<file path="src/rtl/debounce_pkg.sv">
// Shared constants and width helper for the time-multiplexed debounce scanner.
package debounce_pkg;

    localparam int unsigned DB_TICK_DIV   = 1000;
    localparam int unsigned DB_STABLE_CNT = 8;

    // Ceiling log2, never below 1 so a single-value range still gets a real bit.
    function automatic int unsigned clog2(input int unsigned value);
        int unsigned w;
        w = 0;
        for (int i = 0; i < 32; i++) begin
            if ((32'd1 << i) < value) begin
                w = i + 1;
            end
        end
        return (w == 0) ? 1 : w;
    endfunction

endpackage

</file>
<file path="src/rtl/debounce_scanner_if.sv">
// Switch-side and user-side signal bundle of the debounce scanner.
interface debounce_scanner_if
    import debounce_pkg::*;
#(
    parameter int unsigned N = 4
);

    localparam int unsigned SW = clog2(N);

    logic [N-1:0]  switch_in;
    logic [N-1:0]  state;
    logic [N-1:0]  trans_up;
    logic [N-1:0]  trans_dn;
    logic [SW-1:0] scan_ch;

    // Environment side: drives the raw pins, consumes the debounced view.
    modport master (
        output switch_in,
        input  state,
        input  trans_up,
        input  trans_dn,
        input  scan_ch
    );

    // Scanner side.
    modport slave (
        input  switch_in,
        output state,
        output trans_up,
        output trans_dn,
        output scan_ch
    );

endinterface

</file>
<file path="src/rtl/scan_prescaler.sv">
// Free-running divider producing a one-cycle scan tick every TICK_DIV clocks.
module scan_prescaler
    import debounce_pkg::*;
#(
    parameter int unsigned TICK_DIV = DB_TICK_DIV
) (
    input  logic CLK,
    input  logic RST,
    output logic tick
);

    localparam int unsigned    PW   = clog2(TICK_DIV);
    localparam logic [PW-1:0]  LAST = PW'(TICK_DIV - 1);
    localparam logic [PW-1:0]  ONE  = PW'(1);

    logic [PW-1:0] r_count;
    logic          w_last;

    assign w_last = (r_count == LAST);
    assign tick   = w_last;

    // Count 0..TICK_DIV-1 and wrap; tick is the terminal-count cycle.
    always_ff @(posedge CLK) begin
        if (RST) begin
            r_count <= '0;
        end else if (w_last) begin
            r_count <= '0;
        end else begin
            r_count <= r_count + ONE;
        end
    end

endmodule

</file>
<file path="src/rtl/debounce_scanner.sv">
// Round-robin debouncer: one shared compare/count datapath serves all channels,
// visiting one channel per scan tick.
module debounce_scanner
    import debounce_pkg::*;
#(
    parameter int unsigned N          = 4,
    parameter int unsigned TICK_DIV   = DB_TICK_DIV,
    parameter int unsigned STABLE_CNT = DB_STABLE_CNT
) (
    input  logic               CLK,
    input  logic               RST,
    debounce_scanner_if.slave  bus
);

    localparam int unsigned   SW        = clog2(N);
    localparam int unsigned   CW        = clog2(STABLE_CNT);
    localparam logic [CW-1:0] CNT_LIMIT = CW'(STABLE_CNT - 1);
    localparam logic [CW-1:0] CNT_ONE   = CW'(1);
    localparam logic [SW-1:0] CH_LAST   = SW'(N - 1);
    localparam logic [SW-1:0] CH_ONE    = SW'(1);

    logic [N-1:0]  r_sync1;
    logic [N-1:0]  r_sync2;
    logic [N-1:0]  r_state;
    logic [N-1:0]  r_up;
    logic [N-1:0]  r_dn;
    logic [SW-1:0] r_scan_ch;
    logic [CW-1:0] r_cnt [N];

    logic          w_tick;
    logic          w_sample;
    logic          w_cur;
    logic          w_disagree;
    logic          w_at_limit;
    logic [CW-1:0] w_cnt_cur;
    logic [SW-1:0] w_scan_next;

    scan_prescaler #(
        .TICK_DIV (TICK_DIV)
    ) u_prescaler (
        .CLK  (CLK),
        .RST  (RST),
        .tick (w_tick)
    );

    // The single shared datapath: select the visited channel, compare, test limit.
    assign w_sample    = r_sync2[r_scan_ch];
    assign w_cur       = r_state[r_scan_ch];
    assign w_cnt_cur   = r_cnt[r_scan_ch];
    assign w_disagree  = w_sample ^ w_cur;
    assign w_at_limit  = (w_cnt_cur == CNT_LIMIT);
    assign w_scan_next = (r_scan_ch == CH_LAST) ? '0 : (r_scan_ch + CH_ONE);

    // Two-flop synchronizer on every raw switch pin.
    always_ff @(posedge CLK) begin
        if (RST) begin
            r_sync1 <= '0;
            r_sync2 <= '0;
        end else begin
            r_sync1 <= bus.switch_in;
            r_sync2 <= r_sync1;
        end
    end

    // Per-tick update of the visited channel; pulses live for one cycle only.
    always_ff @(posedge CLK) begin
        if (RST) begin
            r_state   <= '0;
            r_up      <= '0;
            r_dn      <= '0;
            r_scan_ch <= '0;
            for (int i = 0; i < int'(N); i++) begin
                r_cnt[i] <= '0;
            end
        end else begin
            r_up <= '0;
            r_dn <= '0;
            if (w_tick) begin
                if (!w_disagree) begin
                    r_cnt[r_scan_ch] <= '0;
                end else if (!w_at_limit) begin
                    r_cnt[r_scan_ch] <= w_cnt_cur + CNT_ONE;
                end else begin
                    r_cnt[r_scan_ch]   <= '0;
                    r_state[r_scan_ch] <= w_sample;
                    r_up[r_scan_ch]    <= w_sample;
                    r_dn[r_scan_ch]    <= ~w_sample;
                end
                r_scan_ch <= w_scan_next;
            end
        end
    end

    assign bus.state    = r_state;
    assign bus.trans_up = r_up;
    assign bus.trans_dn = r_dn;
    assign bus.scan_ch  = r_scan_ch;

endmodule
</file>
<file path="src/flat_wrapper.sv">
// flat-port wrapper written by rule: the top's interface ports become plain ports
module debounce_scanner_flat import debounce_pkg::*;
#(
    parameter int unsigned N          = 4,
    parameter int unsigned TICK_DIV   = DB_TICK_DIV,
    parameter int unsigned STABLE_CNT = DB_STABLE_CNT
)
  (CLK, RST, bus_switch_in, bus_state, bus_trans_up, bus_trans_dn, bus_scan_ch);
  debounce_scanner_if #(.N(N)) bus_i ();
  input  logic CLK;
  input  logic RST;
  input wire logic [$bits(bus_i.switch_in)-1:0] bus_switch_in;
  output wire logic [$bits(bus_i.state)-1:0] bus_state;
  output wire logic [$bits(bus_i.trans_up)-1:0] bus_trans_up;
  output wire logic [$bits(bus_i.trans_dn)-1:0] bus_trans_dn;
  output wire logic [$bits(bus_i.scan_ch)-1:0] bus_scan_ch;
  assign bus_i.switch_in = bus_switch_in;
  assign bus_state = bus_i.state;
  assign bus_trans_up = bus_i.trans_up;
  assign bus_trans_dn = bus_i.trans_dn;
  assign bus_scan_ch = bus_i.scan_ch;
  debounce_scanner #(.N(N), .TICK_DIV(TICK_DIV), .STABLE_CNT(STABLE_CNT)) u_core (.CLK(CLK), .RST(RST), .bus(bus_i));
endmodule
</file>
<file path="config.mk">
export PLATFORM = sky130hd
export DESIGN_NAME = debounce_scanner_flat
export DESIGN_NICKNAME = d
export VERILOG_FILES = /design/src/rtl/debounce_pkg.sv /design/src/rtl/debounce_scanner_if.sv /design/src/rtl/scan_prescaler.sv /design/src/rtl/debounce_scanner.sv /design/src/flat_wrapper.sv
export SDC_FILE = /design/constraint.sdc
export NUM_CORES = 1
export LEC_CHECK = 0
export ABC_AREA = 1
export ABC_CLOCK_PERIOD_IN_PS = 1800
export CAP_MARGIN = 20
export CORE_MARGIN = 5
export CORE_UTILIZATION = 56
export DETAILED_ROUTE_END_ITERATION = 6
export HOLD_SLACK_MARGIN = 0.08
export PLACE_DENSITY = 0.88
export SYNTH_ARGS = -nofsm -noshare
export SYNTH_HDL_FRONTEND = slang
export SYNTH_SLANG_ARGS = --single-unit
</file>
<file path="constraint.sdc">
create_clock -name CLK -period 1.8 [get_ports CLK]
set_input_delay 0.27 -clock CLK [delete_from_list [all_inputs] [get_ports CLK]]
set_output_delay 0.27 -clock CLK [all_outputs]
set_load 0.02 [all_outputs]
</file>
======== After elaboration in Yosys (flattened, before gate mapping) ========
Memories as Yosys holds them, arrays and structs flattened. A register that Yosys moved wholly into a read port is not among the register bits.
Cells that the tools add are included.
operators by class
  add/subtract/negate cells ............... 3
  multiply operators ...................... 0
  div/mod/pow operators ................... 0
  $lt $le $gt $ge ......................... 2
  eq/ne operators ......................... 3
  shift operators ......................... 0
  multiplexer cells ....................... 31
  bitwise gates (word level) .............. 9
  reduce and logical (&&, ||, !) cells .... 5
operator list
  kind                                                                   count
  1-bit 2-to-1 mux                                                       20
  10-bit by 1-bit adder with 10-bit output, second input constant        1
  10-bit equality test, second input constant                            1
  3-bit 2-to-1 mux                                                       3
  4-bit AND                                                              2
  2-bit 2-to-1 mux                                                       4
  1-bit binary-select mux with 2-bit select                              2
  4-bit bitwise mux                                                      1
  1-bit inverter                                                         4
  4-bit OR reduction                                                     1
  3-bit by 1-bit adder with 3-bit output, second input constant          1
  3-bit equality test, second input constant                             1
  2-bit by 3-bit < comparator with 1-bit output, second input constant   1
  3-bit AND reduction                                                    1
  3-bit OR reduction                                                     1
  2-bit by 1-bit adder with 2-bit output, second input constant          1
  1-bit demux with 2-bit select                                          1
  2-bit equality test, second input constant                             1
  2-bit by 1-bit >= comparator with 1-bit output, second input constant  1
  1-bit OR                                                               2
  2-bit OR reduction                                                     1
  1-bit logical AND                                                      1
  1-bit XOR                                                              1
storage, ports and cells
  flip-flop bits (word level) ............. 32
  bits in latches ......................... 0
  bits in writable memories ............... 12
  ROM bits ................................ 0
  output and inout bits ................... 14
  memories ................................ 1
memory list
  memory        depth  width  read ports  clocked after Yosys merged registers in  write ports  RTL line                text
  u_core.r_cnt  4      3      1           1                                        4            debounce_scanner.sv:28  logic [CW-1:0] r_cnt [N];

======== Logic depth before layout (Yosys ltp) ========
  depth after elaboration ................. 11
  mapped depth ............................ 11
  mapped depth without buffers ............ 11

======== By module ========
From an unflattened synthesis, not the netlist that was laid out.
unflattened totals
  cell total of the unflattened synthesis .. 246
  area, all modules ....................... 2,031.9 um^2
by module, submodules not included
  module            times used  cells an instance  area each (um^2)  sequential area each (um^2)
  debounce_scanner  1           184                1,575.3           840.8
  scan_prescaler    1           62                 456.7             200.2

======== Worst setup path after synthesis ========
Ideal clock, no wire load.
  path kind ............................... register -> register
  start ................................... register (tool-made name)
  end ..................................... memory u_core.r_cnt[2][0] in the netlist's numbering (data pin)
  library setup time ...................... 0.141 ns
  arrival time ............................ 1.504 ns
  slack ................................... 0.156 ns
  cell stages (with the launch flop) ...... 9
  buffers on the path ..................... 0
  clock period less this slack ............ 1.644 ns
  cells stage by stage .................... dfxtp_1 -> inv_1 -> o21ai_0 -> o22ai_1 -> ha_1 -> ha_1 -> nor2_2 -> nand3b_2 -> nor2_1
RTL lines
  what              RTL line
  end: declaration  debounce_scanner.sv:28

==> summary.txt <==
YOSYS
-----------------------------------------------------------------------------------------------------------------
Post-Synth XOR/XNOR Area                                                                                   1.301%
Post-synth top cells                                                                                 43 x sky130_fd_sc_hd__nand2_1, 42 x sky130_fd_sc_hd__nor2_1, 34 x sky130_fd_sc_hd__dfxtp_1, 28 x sky130_fd_sc_hd__inv_1, 12 x sky130_fd_sc_hd__edfxtp_1
Fraction of synthesized area in multiplexers                                                                   0%
Most instantiated library cell after synthesis                                                       sky130_fd_sc_hd__nand2_1
Syn_nets                                                                                                      248
Yosys reg bits                                                                                                 46
Synthesis Warnings                                                                                              0
Arithmetic-cell share of the synthesized area counting full adders, half adders and majority gates         4.337%
Seq/Total Area, Yosys                                                                                      51.55%
Compound-Gate Fraction of Synth Area                                                                       4.337%
Synthesized area divided by synthesized cell count                                                      8.593 µm²
Share of Yosys cell area claimed by the top area cell type                                                 33.71%
Share of synthesized registers carrying an async set or reset                                                  0%
Share of synthesized cell area in and, or, nand and nor gates                                              31.72%
Cell variety after synth                                                                                       27
Prevailing post-synth register cell                                                                  sky130_fd_sc_hd__dfxtp_1
Largest area contributor in the synthesized netlist                                                  sky130_fd_sc_hd__dfxtp_1
Summed instance area of the synthesized netlist                                                          2019 µm²
Dominant combinational cell family by area after synthesis                                           simple AND/OR/NAND/NOR gates
Synthesized netlist cell count                                                                                235
Dominant cells by area after synthesis                                                               sky130_fd_sc_hd__dfxtp_1 34%, sky130_fd_sc_hd__edfxtp_1 18%, sky130_fd_sc_hd__nand2_1 8.0%, sky130_fd_sc_hd__nor2_1 7.8%, sky130_fd_sc_hd__inv_1 5.2%
Post-synth EDFFs                                                                                               12

WORST SETUP PATH
-----------------------------------------------------------------------------------------------------------------
Type of the worst setup path                                                                         flip-flop to flip-flop
Startpoint type of the worst setup path                                                                 flip-flop
Arrival time at the worst endpoint                                                                        2120 ps
Required time at the endpoint of the critical path                                                        2100 ps
Kind of capture point of the worst setup path                                                           flip-flop
Critical-path maximum fanout                                                                                    8

DETAILED ROUTING
-----------------------------------------------------------------------------------------------------------------
Met2 layer wire length in the routed design                                                               1982 µm
Routed wirelength normalized by instance count                                                           12.61 µm
DRC violation total after the first TritonRoute iteration                                                     155
Via/cell ratio                                                                                              5.050
Wire length the detailed router placed on met1                                                            1715 µm
Routed WL                                                                                                 4011 µm
First-pass DRT Iterations                                                                                       4
Remaining antenna violation count                                                                               0
Topmost layer with routed signal wires                                                                       met4
Met3 wire length                                                                                           215 µm
Vias                                                                                                         1606
# DRC                                                                                                           0

CLOCK NETWORK
-----------------------------------------------------------------------------------------------------------------
Maximum clock insertion buffer count                                                                            2
TritonCTS clock tree                                                                                          yes
Clock tree root driver cell                                                                          sky130_fd_sc_hd__clkbuf_4
Hold_buf cts                                                                                                    0
Clock insertion delay at the later pin of the skew report                                                  350 ps
Clk pin slew, worst setup/hold paths                                                                       130 ps
H-Tree Depth                                                                                                    2
TritonCTS sink count                                                                                           46
Number of buffers created by CTS                                                                                5

FINISH
-----------------------------------------------------------------------------------------------------------------
Nets@finish                                                                                                   284
Area growth, synth to finish                                                                               21.99%
Number of diodes                                                                                                0
Total of fill cells in the finished design                                                                    247
Number of cells in the finished layout apart from fillers                                                     318
Post-route cell area                                                                                     2464 µm²
Layout cell share with drive strength beyond 1                                                             23.53%

GLOBAL ROUTING
-----------------------------------------------------------------------------------------------------------------
Number of global-route vias before repair                                                                    1564
Maximum number of pins on one net before global-route repair                                                   14
Global-route wire length before repair                                                                    6762 µm
Number of antenna violations at the first check in global routing                                               0
All-Layer GR Usage                                                                                         17.32%
Global route total overflow                                                                                     0

DIE
-----------------------------------------------------------------------------------------------------------------
Standard cell core area                                                                                  3416 µm²
Overall die width                                                                                        70.05 µm
Y dimension of the die                                                                                   70.05 µm
Number of cell rows                                                                                            21
Starting utilization of the core area                                                                      59.12%
Die Footprint                                                                                            4907 µm²
Count of pins on the block boundary                                                                            20

TIMING
-----------------------------------------------------------------------------------------------------------------
Final critical delay including setup and external delays                                                  1819 ps
Final setup violating endpoints                                                                                 1
Hold Fails Final Rpt                                                                                            0
Final max-slew violation count                                                                                  0
Tightest Pin Transition                                                                                  296.5 ps
Final setup slack of the worst path                                                                     -18.96 ps
Final worst-path cycle share                                                                               101.1%
Setup repair after global routing missed its margin                                                          true
Fmax                                                                                                    549.8 MHz
Normalized max-slew margin                                                                                 80.24%
Smallest hold slack                                                                                      416.3 ps
Setup skew after layout                                                                                  8.926 ps

STATUS
-----------------------------------------------------------------------------------------------------------------
Failing checks                                                                                       negative setup slack
Status                                                                                               complete, but fails checks

POWER AND IR DROP
-----------------------------------------------------------------------------------------------------------------
Power Total                                                                                              1.700 mW
Static Leakage                                                                                           1.005 nW
Worst IR Drop VDD                                                                                       0.4632 mV
Power density relative to cell area                                                                  690.0 nW/µm²

PLACEMENT
-----------------------------------------------------------------------------------------------------------------
Cell total after placement                                                                                    305
Post-detail-place hpwl                                                                                    2998 µm
Final weighted congestion of routability-driven global placement                                           0.8551
Standard cell area after detailed placement                                                              2311 µm²
Post-place setup slack                                                                                  -183.2 ps
Count of port buffers added during placement                                                                   19

HOLD PATH
-----------------------------------------------------------------------------------------------------------------
Path type of the worst min-delay path                                                                flip-flop to flip-flop

JOB
-----------------------------------------------------------------------------------------------------------------
Maximum capacitance violations                                                                                  0

==> power breakdown <==
part | total (mW) | switching [mW] | internal (mW)
registers | 1.10 | 0.0115 | 1.09
clock network | 0.517 | 0.313 | 0.205
logic | 0.0858 | 0.0485 | 0.0373
total | 1.70 | 0.373 | 1.33
==> flip-flops by register name, summed over array words and instances, names as in the netlist, named ones only <==
name                        count
u_core.bus.scan_ch              2
u_core.bus.state                4
u_core.bus.trans_dn             4
u_core.r_cnt                   12
u_core.r_sync1                  4
u_core.u_prescaler.r_count     10
u_core.r_sync2                  4
u_core.bus.trans_up             4
==> metal layers <==
metal  up-vias  global-route usage, %
li1        820                      -
met4         0                  7.447
met2        44                  29.49
met3         8                  4.161
met5         -                      0
met1       734                  20.74
==> final cells by class <==
cell class / instances / area [µm²] / area share (%)
Clock buffer: 7 / 58.81 / 2.387
Clock inverter: 1 / 5.005 / 0.2031
Inverter: 34 / 135.1 / 5.485
Multi-Input combinational cell: 153 / 877.1 / 35.60
Sequential cell: 46 / 1047 / 42.51
Tap cell: 46 / 57.56 / 2.336
Timing Repair Buffer: 31 / 282.8 / 11.48
==> through the flow <==
stage	TNS [ps]	util, %
final	-18.96	72.12
after global routing	-391.2	72.12
after CTS	-0.4499	71.28
after detailed placement	-2037	67.66
after global placement	-61.21	67.66
after floorplan	0	-
==> what timing repair did <==
item                       in CTS  in global routing
buffers inserted                4                  1
resized for setup              14                 10
setup endpoints to repair      25                 19
pin swaps                       5                 12
==> path summary, 6_finish.rpt <==
check,startpoint,end,slack (ps),cells past startpoint
hold / removal,u_core.r_sync1[1]$_SDFF_PP0_,u_core.r_sync2[1]$_SDFF_PP0_,420,2
setup / recovery,flip-flop,u_core.bus.state[1]$_SDFFE_PP0P_,-20,11
setup reg to reg,flip-flop,u_core.bus.state[1]$_SDFFE_PP0P_,-20,11
hold reg to reg,u_core.r_sync1[1]$_SDFF_PP0_,u_core.r_sync2[1]$_SDFF_PP0_,420,2
==> critical path: stages (launching register included) <==
cell and delay (ps):
sky130_fd_sc_hd__dfxtp_4 430, sky130_fd_sc_hd__o21ai_2 80, sky130_fd_sc_hd__o22ai_1 200, sky130_fd_sc_hd__ha_2 230, sky130_fd_sc_hd__ha_4 160, sky130_fd_sc_hd__inv_4 40, sky130_fd_sc_hd__nor2_4 210, sky130_fd_sc_hd__buf_4 160
sky130_fd_sc_hd__nand3_2 80, sky130_fd_sc_hd__nand2_1 70, sky130_fd_sc_hd__inv_1 50, sky130_fd_sc_hd__nor2_2 80
==> logic make-up after synthesis <==
| logic type | after synthesis |
|---|---|
| and+or+nand+nor | 127 |
| buffers and inverters | 36 |
| AOI/OAI and AO/OA | 16 |
| xor gates and xnor gates | 3 |
| DFF | 46 |
| adders and majority gates | 7 |
==> cell usage in the layout, fill, tap and decap left out, drive strengths merged <==
cell / count
o211ai: 1
nand2: 50
clkdlybuf4s50: 18
nor3: 2
inv: 33
a21oi: 4
nand3b: 2
xor2: 3
nand3: 15
dlygate4sd2: 1
o22ai: 4
ha: 7
o21ai: 7
clkinv: 2
dfxtp: 34
buf: 12
clkbuf: 7
edfxtp: 12
nand4: 7
nor2: 49
or2: 2
(Power assumes the default switching activity.)
